### src/rtl/state_seq_pkg.sv
// Shared constants and types for the 11-state control sequencer.
package state_seq_pkg;

   localparam int STATE_W = 4;

   typedef logic [STATE_W-1:0] state_t;

   localparam state_t ST0  = 4'd0;
   localparam state_t ST1  = 4'd1;
   localparam state_t ST2  = 4'd2;
   localparam state_t ST3  = 4'd3;
   localparam state_t ST4  = 4'd4;
   localparam state_t ST5  = 4'd5;
   localparam state_t ST6  = 4'd6;
   localparam state_t ST7  = 4'd7;
   localparam state_t ST8  = 4'd8;
   localparam state_t ST9  = 4'd9;
   localparam state_t ST10 = 4'd10;

   // Successor used for any out-of-range state, so the sequence always recovers.
   localparam state_t ST_DFLT_NEXT = 4'd4;
   localparam state_t ST_MAX_LEGAL = 4'd10;

   localparam logic [1:0] SEL_A = 2'b00;
   localparam logic [1:0] SEL_B = 2'b01;
   localparam logic [1:0] SEL_C = 2'b10;
   localparam logic [1:0] SEL_D = 2'b11;

endpackage

### src/rtl/state_sequencer_next_state.sv
// Combinational successor lookup for the control sequence.
module seq_next_state
   import state_seq_pkg::*;
#(
   parameter int SW = 4
) (
   input  logic [SW-1:0] state,
   input  logic [1:0]    sel,
   output logic [SW-1:0] nxt
);

   // Successor of the current state; anything outside 0..10 falls back to the default.
   always_comb begin
      nxt = SW'(ST_DFLT_NEXT);
      case (state)
         SW'(ST0):  nxt = SW'(ST1);
         SW'(ST1):  nxt = sel[0] ? SW'(ST4) : SW'(ST2);
         SW'(ST2):  nxt = SW'(ST3);
         SW'(ST3):  nxt = sel[0] ? SW'(ST1) : SW'(ST5);
         SW'(ST4):  nxt = SW'(ST5);
         SW'(ST5):  nxt = sel[0] ? SW'(ST1) : SW'(ST6);
         SW'(ST6):  nxt = SW'(ST7);
         SW'(ST7):  nxt = sel[0] ? SW'(ST8) : SW'(ST0);
         SW'(ST8): begin
            case (sel)
               SEL_A:   nxt = SW'(ST2);
               SEL_B:   nxt = SW'(ST4);
               SEL_C:   nxt = SW'(ST10);
               SEL_D:   nxt = SW'(ST9);
               default: nxt = SW'(ST2);
            endcase
         end
         SW'(ST9):  nxt = sel[0] ? SW'(ST0) : SW'(ST8);
         SW'(ST10): nxt = SW'(ST0);
         default:   nxt = SW'(ST_DFLT_NEXT);
      endcase
   end

endmodule

### src/rtl/state_sequencer.sv
// Control-sequence generator: state registers, load handshake, counters and stall watchdog.
module state_sequencer
   import state_seq_pkg::*;
#(
   parameter int SW        = 4,
   parameter int CW        = 16,
   parameter int STALL_MAX = 8
) (
   input  logic          clk,
   input  logic          rst,
   input  logic          adv,
   input  logic [1:0]    sel,
   input  logic          ld_valid,
   input  logic [SW-1:0] ld_state,
   output logic          ld_ready,
   output logic [SW-1:0] state,
   output logic [SW-1:0] old_state,
   output logic [CW-1:0] trans_cnt,
   output logic [CW-1:0] wrap_cnt,
   output logic          err_illegal,
   output logic          timeout
);

   localparam int STW = $clog2(STALL_MAX + 1);

   logic [SW-1:0]  state_q, state_d;
   logic [SW-1:0]  old_state_q, old_state_d;
   logic [CW-1:0]  trans_cnt_q, trans_cnt_d;
   logic [CW-1:0]  wrap_cnt_q, wrap_cnt_d;
   logic           err_illegal_q, err_illegal_d;
   logic           timeout_q, timeout_d;
   logic [STW-1:0] stall_q, stall_d;
   logic [SW-1:0]  nxt;
   logic           load_acc;

   seq_next_state #(.SW(SW)) u_next (
      .state (state_q),
      .sel   (sel),
      .nxt   (nxt)
   );

   // Loads are only offered at state 0 and never while reset is asserted.
   assign ld_ready = (state_q == SW'(ST0)) & rst;
   assign load_acc = ld_valid & ld_ready;

   // Next-state, counter and watchdog computation; load beats advance, otherwise hold.
   always_comb begin
      state_d       = state_q;
      old_state_d   = old_state_q;
      trans_cnt_d   = trans_cnt_q;
      wrap_cnt_d    = wrap_cnt_q;
      stall_d       = stall_q;
      timeout_d     = 1'b0;
      err_illegal_d = err_illegal_q | (state_q > SW'(ST_MAX_LEGAL));

      if (load_acc) begin
         state_d = ld_state;
      end else if (adv) begin
         state_d = nxt;
         if ((nxt == SW'(ST0)) && (wrap_cnt_q != '1)) begin
            wrap_cnt_d = wrap_cnt_q + 1'b1;
         end
      end

      if (load_acc | adv) begin
         old_state_d = state_q;
         stall_d     = '0;
         if (trans_cnt_q != '1) begin
            trans_cnt_d = trans_cnt_q + 1'b1;
         end
      end else if (stall_q == STW'(STALL_MAX - 1)) begin
         stall_d   = '0;
         timeout_d = 1'b1;
      end else begin
         stall_d = stall_q + 1'b1;
      end
   end

   // Register bank with synchronous active-low reset clearing every piece of state.
   always_ff @(posedge clk) begin
      if (!rst) begin
         state_q       <= '0;
         old_state_q   <= '0;
         trans_cnt_q   <= '0;
         wrap_cnt_q    <= '0;
         err_illegal_q <= 1'b0;
         timeout_q     <= 1'b0;
         stall_q       <= '0;
      end else begin
         state_q       <= state_d;
         old_state_q   <= old_state_d;
         trans_cnt_q   <= trans_cnt_d;
         wrap_cnt_q    <= wrap_cnt_d;
         err_illegal_q <= err_illegal_d;
         timeout_q     <= timeout_d;
         stall_q       <= stall_d;
      end
   end

   assign state       = state_q;
   assign old_state   = old_state_q;
   assign trans_cnt   = trans_cnt_q;
   assign wrap_cnt    = wrap_cnt_q;
   assign err_illegal = err_illegal_q;
   assign timeout     = timeout_q;

endmodule
### config.mk
export PLATFORM = sky130hd
export DESIGN_NAME = state_sequencer
export DESIGN_NICKNAME = d
export VERILOG_FILES = /design/src/rtl/state_seq_pkg.sv /design/src/rtl/state_sequencer_next_state.sv /design/src/rtl/state_sequencer.sv
export SDC_FILE = /design/constraint.sdc
export NUM_CORES = 1
export LEC_CHECK = 0
export BUFFER_PORTS_ARGS = -buffer_cell sky130_fd_sc_hd__clkbuf_2
export CAP_MARGIN = 0
export CORE_MARGIN = 5
export CORE_UTILIZATION = 50
export DETAILED_ROUTE_END_ITERATION = 12
export PLACE_DENSITY = 0.75
export SLEW_MARGIN = 25
export SYNTH_ARGS = -nofsm -noshare
export SYNTH_HDL_FRONTEND = slang
export SYNTH_SLANG_ARGS = --single-unit
### constraint.sdc
create_clock -name clk -period 2.28 [get_ports clk]
set_input_delay 0.342 -clock clk [delete_from_list [all_inputs] [get_ports clk]]
set_output_delay 0.342 -clock clk [all_outputs]
set_load 0.02 [all_outputs]
# Word level (Yosys, flattened, before mapping)
# Cells that the tools add are included.
# totals
output_inout_bits	43
ram_bits	0
romBits	0
latchBits	0
wordCells	52
ff_bits	46
n_memories	0
inputBits	10
# classes
magnitude_cmp	1
n_eq_ne	16
bitwise	6
shift	0
n_addsub	3
muxes	10
mul	0
reduce_logical	9
div_mod_pow	0
# op_table
operator	n
4-bit one-hot mux with 11 select lines	1
16-bit by 1-bit adder with 16-bit output, second input constant	2
16-bit inequality test, second input constant	2
4-bit by 3-bit equality test with 1-bit output, second input constant	5
4-bit two-way mux	4
4-bit one-hot mux with 4 select lines	1
4-bit equality test, second input constant	3
3-bit two-way mux	3
4-bit by 2-bit equality test with 1-bit output, second input constant	2
4-bit zero test	2
4-bit by 1-bit adder with 4-bit output, second input constant	1
2-bit equality test, second input constant	2
4-bit by 1-bit equality test with 1-bit output, second input constant	1
4-bit greater-than comparator, second input constant	1
3-bit AND reduction	1
3-bit OR reduction	1
1-bit bitwise AND	2
2-bit by 1-bit equality test with 1-bit output, second input constant	1
2-bit zero test	1
1-bit inverter	2
1-bit OR	2
2-bit AND reduction	1
2-bit nonzero test	1
2-bit OR reduction	1
other kinds (2)	2

# Logic depth before layout (Yosys ltp)
# Gate-level depths: netlist of run 1.
# logic_depth
depth_word	6
depth_mapped	8
mapped_depth_nobuf	7

# Cells and area by module
# From an unflattened synthesis of run 1, not the netlist that was laid out.
# hier_totals
hier_cells	279
area_unflattened_um2	2299.7
# modules_own_cells
mod	n_inst	area_per_inst_um2	seq_area_each_um2	cells_each
state_sequencer	1	2137.0	920.9	253
seq_next_state	1	162.7	0.0	26

# Worst setup path after synthesis of run 1
# Ideal clock, no wire load.
# synth_timing
path_type	register to register
from	reg state_q[1] (netlist: state[1])
to	reg trans_cnt_q[13] (netlist: trans_cnt[13])
period_less_slack_ns	2.055
setup_time_ns	0.070
t_arrival_ns	1.984
n_path_buf	1
path_stages_with_launch	8
setup_slack_ns	0.225
required_ns	2.210
cell_sequence	dfxtp_1 or3_4 o21ba_1 buf_6 nor4_4 nand2_1 or3_1 a21oi_1
# synth_via
elab_chain_len	5
# synth_lines
item	line_no	source
start, declared	state_sequencer.sv:26	logic [SW-1:0] state_q, state_d;
start signal, assigned	state_sequencer.sv:90	state_q <= state_d;
4-bit zero test	state_sequencer.sv:43	assign ld_ready = (state_q == SW'(ST0)) & rst;
1-bit bitwise AND	state_sequencer.sv:43	
1-bit bitwise AND	state_sequencer.sv:44	assign load_acc = ld_valid & ld_ready;
1-bit OR	state_sequencer.sv:65	if (load_acc | adv) begin
2-bit AND reduction (no line)	-	
end signal, assigned	state_sequencer.sv:92	trans_cnt_q <= trans_cnt_d;
end, declared	state_sequencer.sv:28	logic [CW-1:0] trans_cnt_q, trans_cnt_d;
# Every way passes these cells.
# A chain may end at the register's enable or synchronous reset.

# Worst setup path after layout of run 1
# layout_timing
from	reg state_q[0] (netlist: state[0])
to	reg trans_cnt_q[13] (netlist: trans_cnt[13])
# The elaborated chain is that of the path after synthesis.

==> impl_metrics.yaml, run 1 <==
die:
  io_pins: 53
  dieArea_sq_mm: 0.00607
  row_count: 24
  die_height_microns: 77.9
  core_area_sq_mm: 0.00441
  die_w_microns: 77.9
  start_util: 0.522
worst_hold_path:
  min_to: "state[0]"
  hold_depth: 3
  hold_start: "ld_state[0]"
  min_path_type: "input port to register"
pwr:
  p_sw_frac: 0.272
  power_density_mw_per_mm2: 574
  power_frac_clock: 0.329
  finalPower_w: 0.00158
  internal_power_w: 0.00115
  combPwrFrac: 0.135
  seqPwrFrac: 0.536
  max-vdd-ir-drop_mv: 0.353
  p_leak_nw: 1.08
  switchingPower_w: 0.000429
worst_setup_path:
  cp-end-kind: "register"
  critical_path_required_ns: 2.52
  r2r_end: "trans_cnt[13]"
  critPathBufInv: 0
  cp_max_fo: 6
  criticalPathCategory: "register to register"
  critPathSlowestCell: "nor4_4"
  arrival_ns: 2.35
  critPathLaunchType: "register"
  reg2reg_depth: 6
  path_cells: "or3_4, o21ba_1, nor4_4, nand2_1, or3_1, a21oi_1"
  timing.rr.start: "state[0]"
  cp_slowest_stage_delay_ns: 0.44
  crit_family: "simple AND/OR/NAND/NOR gates"
  reg2reg_slack_ns: 0.17
sta:
  slew_violations: 0
  fmax_mhz: 475
  hold_viol: 0
  fin_skew_ns: 0.00682
  post-route-period-util: 0.924
  relSlewSlack: 0.657
  rsz0062_at_grt: "no"
  setup_viol: 0
  post-route-min-period_ns: 2.11
  fin_setup_tns_ns: 0
  worst_pin_slew_ns: 0.515
  whs_ns: 0.262
cells_and_area:
  design_area_sq_mm: 0.00275
  nets: 352
  final_cells: 392
  syn_to_final_growth_pct: 19.2
  n_antenna_cell: 0
  drive_gt1_frac: 0.226
synth:
  synth_nets: 297
  synth_edf_count: 0
  synth_seq_cells: 46
  async_reset_ff_frac: 0
  yosys_warnings: 0
  yosysSeqAreaShare: 0.400
  synthesis.area_sq_mm: 0.00230
  synth_cell_types: 46
  synthFlopType: "dfxtp_1"
  synth_cells: 284
  avgSynthCellArea_sq_um: 8.12
cts:
  cts.sinks: 46
  max-clock-path-buffers: 2
  htree_levels: 2
  postCtsSetupBuffers: 0
  cts_made_buffers: 5
  root_buffer: "clkbuf_8"
  clkLatencyLatePin_ns: 0.30
  cts_tree: "yes"
  worst_setup_hold_path_clk_slew_ns: 0.09
global_route:
  antenna_found_initial: 0
  grt_max_degree: 39
  globalRoute.totalOverflow: 0
  grt_pass1_wl_mm: 9.18
  grt_pass1_vias: 2074
  grt_usage: 0.177
place:
  port_buffers: 52
  place_area_sq_mm: 0.00264
  gp_congestion: 0.828
  dp.cells: 384
  hpwl_mm: 3.92
job:
  cap_violations: 0
route:
  ant_nets: 0
  viasPerCell: 5.76
  vias: 2256
  drtIter0Drc: 137
  drc: 0
  wl_per_cell_microns: 13.7
  totalWireLength_mm: 5.39
  first_pass_iters: 4
run_status:
  status: "finished clean"
## routing by layer
layer  part of all wire  wire length (microns)  GRT usage
met5                  0                      0          0
met4              0.012                     66     0.0456
met3              0.054                    290     0.0370
met2               0.47                   2540      0.299
met1               0.46                   2490      0.228
## sequential cells by signal, indices dropped and copies added (netlist names)
name,flops
err_illegal,1
old_state,4
stall_q,4
state,4
timeout,1
trans_cnt,16
wrap_cnt,16
## how the worst max path moves through the flow
stage	startpoint	endpoint	slack [ns]	cells after the start
2_1_floorplan	state[1]	trans_cnt[13]	0.23	7
3_3_place_gp	state[3]	wrap_cnt[13]	0.17	6
3_5_place_dp	state[3]	wrap_cnt[13]	0.007	6
4_1_cts	state[3]	wrap_cnt[13]	0.12	6
5_1_grt	state[1]	trans_cnt[5]	0.01	6
6_report	state[0]	trans_cnt[13]	0.17	6
## power groups by stage
stage	sequential, W	clock (W)	combinational (W)
after CTS	0.000844	0.000534	0.000213
after detailed placement	0.000863	0	0.000212
final	0.000845	0.000518	0.000213
after global routing	0.000848	0.000570	0.000234
after floorplan	0.000876	0	0.000133
after global placement	0.000862	0	0.000209
## kinds of logic after synthesis
group / count (synthesis) / share of synthesized area
compound gates: 60 / 0.163
xor+xnor: 18 / 0.0684
fa+ha+maj: 3 / 0.0163
buf+inv: 23 / 0.0423
flops: 46 / 0.400
mux: 3 / 0.0136
simple gates: 131 / 0.297
## worst reg2reg max path: stages, from the launching register on
cell and delay [ns]:
dfxtp_1 0.36, or3_4 0.43, o21ba_1 0.27, nor4_4 0.44
nand2_1 0.11, or3_1 0.31, a21oi_1 0.13
## cells in the final DEF (no fill, tap or decap), types with 2 or more instances in the layout
cell type	count
nor4_1	3
nor2_1	35
or3_1	8
and3_1	3
or4_1	4
nand3_1	17
a31oi_1	2
xnor2_1	6
o2111ai_1	2
nand2b_1	5
ha_1	3
dfxtp_1	45
a21oi_1	25
nor4_4	2
buf_4	9
a32oi_1	2
mux2i_1	2
nand2_1	26
nor3_1	4
and2_1	3
nand3b_1	3
o31ai_1	6
clkbuf_8	6
xor2_1	12
inv_1	10
o41ai_1	2
clkbuf_2	52
nand4_1	10
o21ai_0	14
## layout make-up
cell class | count | area (sq um)
fillers | 411 | 1670
multi-input cells | 215 | 1300
flip-flops and latches | 46 | 922
repair buffers | 61 | 328
clock buffers | 6 | 82.6
well taps | 52 | 65.1
inverters | 10 | 37.5
clock inverters | 2 | 12.5
## Yosys cell counts (2+ instances only)
cell type | number | area share
a21oi_1 | 25 | 0.054
a31oi_1 | 2 | 0.0054
a32oi_1 | 2 | 0.0076
and2_1 | 3 | 0.0081
and3_1 | 3 | 0.0081
buf_2 | 3 | 0.0065
clkbuf_1 | 8 | 0.013
dfxtp_1 | 46 | 0.40
ha_1 | 3 | 0.016
inv_1 | 10 | 0.016
mux2i_1 | 2 | 0.0087
nand2_1 | 26 | 0.042
nand2b_1 | 5 | 0.014
nand3_1 | 18 | 0.039
nand3b_1 | 3 | 0.0098
nand4_1 | 10 | 0.027
nor2_1 | 35 | 0.057
nor3_1 | 4 | 0.0087
nor4_1 | 3 | 0.0081
o2111ai_1 | 2 | 0.0076
o21ai_0 | 14 | 0.030
o31ai_1 | 6 | 0.020
o41ai_1 | 2 | 0.0076
or3_1 | 8 | 0.022
or4_1 | 4 | 0.013
xnor2_1 | 6 | 0.023
xor2_1 | 12 | 0.046
## repair_timing
action | CTS | global route
setup endpoints to repair | 1 | 5
hold buffers | 0 | 0
gates resized for setup | 1 | 2
hold endpoints to repair | 0 | 0
## metrics by stage
stage,worst slack (ns),utilization
2_1_floorplan,0.225,-
3_3_place_gp,0.170,0.598
3_5_place_dp,0.00736,0.598
4_1_cts,0.120,0.620
5_1_grt,0.0144,0.622
6_report,0.173,0.622
Note: power is estimated with default switching activity, not from simulation.
==> run 2: changes to the inputs <==
--- a/config.mk
+++ b/config.mk
@@ -5,12 +5,13 @@
 export SDC_FILE = /design/constraint.sdc
 export NUM_CORES = 1
 export LEC_CHECK = 0
+export ABC_AREA = 1
 export BUFFER_PORTS_ARGS = -buffer_cell sky130_fd_sc_hd__clkbuf_2
 export CAP_MARGIN = 0
 export CORE_MARGIN = 5
 export CORE_UTILIZATION = 50
 export DETAILED_ROUTE_END_ITERATION = 12
-export PLACE_DENSITY = 0.75
+export PLACE_DENSITY = 0.73
 export SLEW_MARGIN = 25
 export SYNTH_ARGS = -nofsm -noshare
 export SYNTH_HDL_FRONTEND = slang
==> impl_metrics.yaml, run 2 <==
pwr:
  p_sw_frac: 0.318
  power_frac_clock: 0.296
  seqPwrFrac: 0.500
  max-vdd-ir-drop_mv: 0.291
  finalPower_w: 0.00173
  power_density_mw_per_mm2: 561
  combPwrFrac: 0.204
  switchingPower_w: 0.000551
  internal_power_w: 0.00118
  p_leak_nw: 1.41
global_route:
  grt_pass1_wl_mm: 11.1
  globalRoute.totalOverflow: 0
  grt_usage: 0.189
  grt_pass1_vias: 2540
  grt_max_degree: 32
  antenna_found_initial: 0
route:
  ant_nets: 0
  route.met2.wl_mm: 3.00
  top_layer: "met4"
  drc: 0
  viasPerCell: 5.00
  first_pass_iters: 4
  wl_met1_mm: 2.95
  wl_met3_microns: 379
  totalWireLength_mm: 6.39
  drtIter0Drc: 151
  vias: 2737
  wl_per_cell_microns: 11.7
cells_and_area:
  fillers: 521
  area.sequential_sq_um: 921
  drive_gt1_frac: 0.189
  nets: 489
  layout_common_cells: "107 x nand2_1, 65 x nor2_1, 58 x inv_1"
  design_area_sq_mm: 0.00309
  n_antenna_cell: 0
  syn_to_final_growth_pct: 15.0
  final_cells: 547
  final_common_cell: "nand2_1"
  multi_input_area_sq_mm: 0.00146
sta:
  worst_pin_slew_ns: 0.747
  relSlewSlack: 0.500
  setup_viol: 0
  post-route-period-util: 0.916
  fin_setup_tns_ns: 0
  slew_violations: 0
  fmax_mhz: 479
  rsz0062_at_grt: "no"
  fin_skew_ns: 0.00346
  post-route-min-period_ns: 2.09
  hold_viol: 0
  setup_ws_ns: 0.191
run_status:
  status: "finished clean"
worst_setup_path:
  critPathLaunchType: "register"
  cp_max_fo: 11
  crit_path_end: "wrap_cnt[8]"
  reg2reg_depth: 11
  timing.rr.start: "wrap_cnt[0]"
  criticalPathCategory: "register to register"
  critPathLaunch: "wrap_cnt[0]"
  worstSetupPathDepth: 11
  reg2reg_slack_ns: 0.19
  critPathBufInv: 1
  arrival_ns: 2.29
  crit_family: "simple AND/OR/NAND/NOR gates"
  critPathSlowestCell: "nor2_1"
  cp-end-kind: "register"
  r2r_end: "wrap_cnt[8]"
  cpMostUsedCell: "nor2_1"
  path_cells: "ha_1, nand3_1, nor2_1, inv_1, nor2_1, nor2_1, nand2_1, nor2_1, nand3_1, nand2_1, nor2_1"
  cp_slowest_stage_delay_ns: 0.59
  critical_path_required_ns: 2.48
synth:
  ys_top_cells_by_count: "107 x nand2_1, 65 x nor2_1, 58 x inv_1"
  synth_seq_cells: 46
  synth_nets: 436
  async_reset_ff_frac: 0
  synth_edf_count: 0
  yosys.area.top_type: "dfxtp_1"
  synthesis.area_sq_mm: 0.00269
  synth_cell_types: 31
  synth_most_common_cell: "nand2_1"
  ys_top_cells_by_area: "dfxtp_1 34%, nand2_1 15%, nor2_1 9.1%"
  yosys_warnings: 0
  synthFlopType: "dfxtp_1"
  synth.top_cell.area_share: 0.343
  avgSynthCellArea_sq_um: 6.35
  synth_cells: 423
  yosysSeqAreaShare: 0.343
job:
  cap_violations: 0
place:
  gp_congestion: 0.809
  port_buffers: 52
  place_area_sq_mm: 0.00300
  hpwl_mm: 4.89
  dp_slack_ns: 0.213
  dp.cells: 539
cts:
  max-clock-path-buffers: 2
  root_buffer: "clkbuf_8"
  clkLatencyLatePin_ns: 0.29
  cts.sinks: 46
  cts_made_buffers: 5
  ctsHoldBuffers: 0
  cts_tree: "yes"
  cts-resized-gates: 0
  worst_setup_hold_path_clk_slew_ns: 0.08
  htree_levels: 2
  postCtsSetupBuffers: 0
die:
  core_area_sq_mm: 0.00517
  die_w_microns: 83.3
  die_height_microns: 83.3
  start_util: 0.519
  row_count: 26
  dieArea_sq_mm: 0.00694
  io_pins: 53
worst_hold_path:
  min_path_type: "input port to register"
-- run 2: cell count changes after synthesis, moves of 7 or more --
cell     before  now
nor2_2        0    9
o21ai_0      14    6
nor2_1       35   65
inv_1        10   58
a21oi_1      25   15
nor3_1        4   11
xor2_1       12    5
nand2_1      26  107
nand3_1      18   45
or3_1         8    0
-- run 2: worst min-delay path by stage --
stage	slack [ns]	endpoint	cells past startpoint	start
final	0.29	state[3]	3	ld_state[3]
after global routing	0.30	state[3]	3	ld_state[3]
after CTS	0.28	state[3]	3	ld_state[3]
after detailed placement	0.44	stall_q[0]	1	stall_q[0]
after global placement	0.43	stall_q[0]	1	stall_q[0]
after floorplan	0.42	stall_q[0]	1	stall_q[0]
-- run 2: kinds of logic (layout without fill, tap and decap cells) --
logic type / after synthesis / after routing / share of synthesized area
flops: 46 / 46 / 0.343
xor+xnor: 8 / 8 / 0.0261
compound gates: 35 / 35 / 0.0708
buf+inv: 74 / 128 / 0.114
fa+ha+maj: 3 / 3 / 0.0140
simple gates: 257 / 257 / 0.433
-- run 2: per-layer routing --
| metal | track usage | vias to the layer above |
|---|---|---|
| li1 | - | 1438 |
| met1 | 0.230 | 1227 |
| met2 | 0.329 | 67 |
| met3 | 0.0485 | 5 |
| met4 | 0.0461 | 0 |
| met5 | 0 | - |
-- run 2: power by group through the flow --
stage               logic (W)  clock network [W]  registers, W
finish               0.000352           0.000513      0.000866
global route         0.000394           0.000572      0.000872
CTS                  0.000353           0.000535      0.000866
detailed placement   0.000353                  0      0.000885
global placement     0.000351                  0      0.000884
floorplan            0.000243                  0      0.000914
-- run 2: area by class of cell --
cell class,count,area share
flip-flops and latches,46,0.298
well taps,70,0.0284
clock buffers,7,0.0280
clock inverters,1,0.00162
inverters,65,0.0794
multi-input cells,303,0.473
repair buffers,55,0.0916
-- run 2: tightest hold or removal path, cell delays in order --
cell and delay (ns):
clkbuf_2 0.08, a221oi_1 0.06, nor2_1 0.07
-- run 2: stage by stage --
stage / utilization / hold slack, ns
after CTS: 0.597 / 0.285
after global placement: 0.579 / 0.434
after detailed placement: 0.579 / 0.438
final: 0.597 / 0.289
after global routing: 0.597 / 0.299
after floorplan: - / 0.418
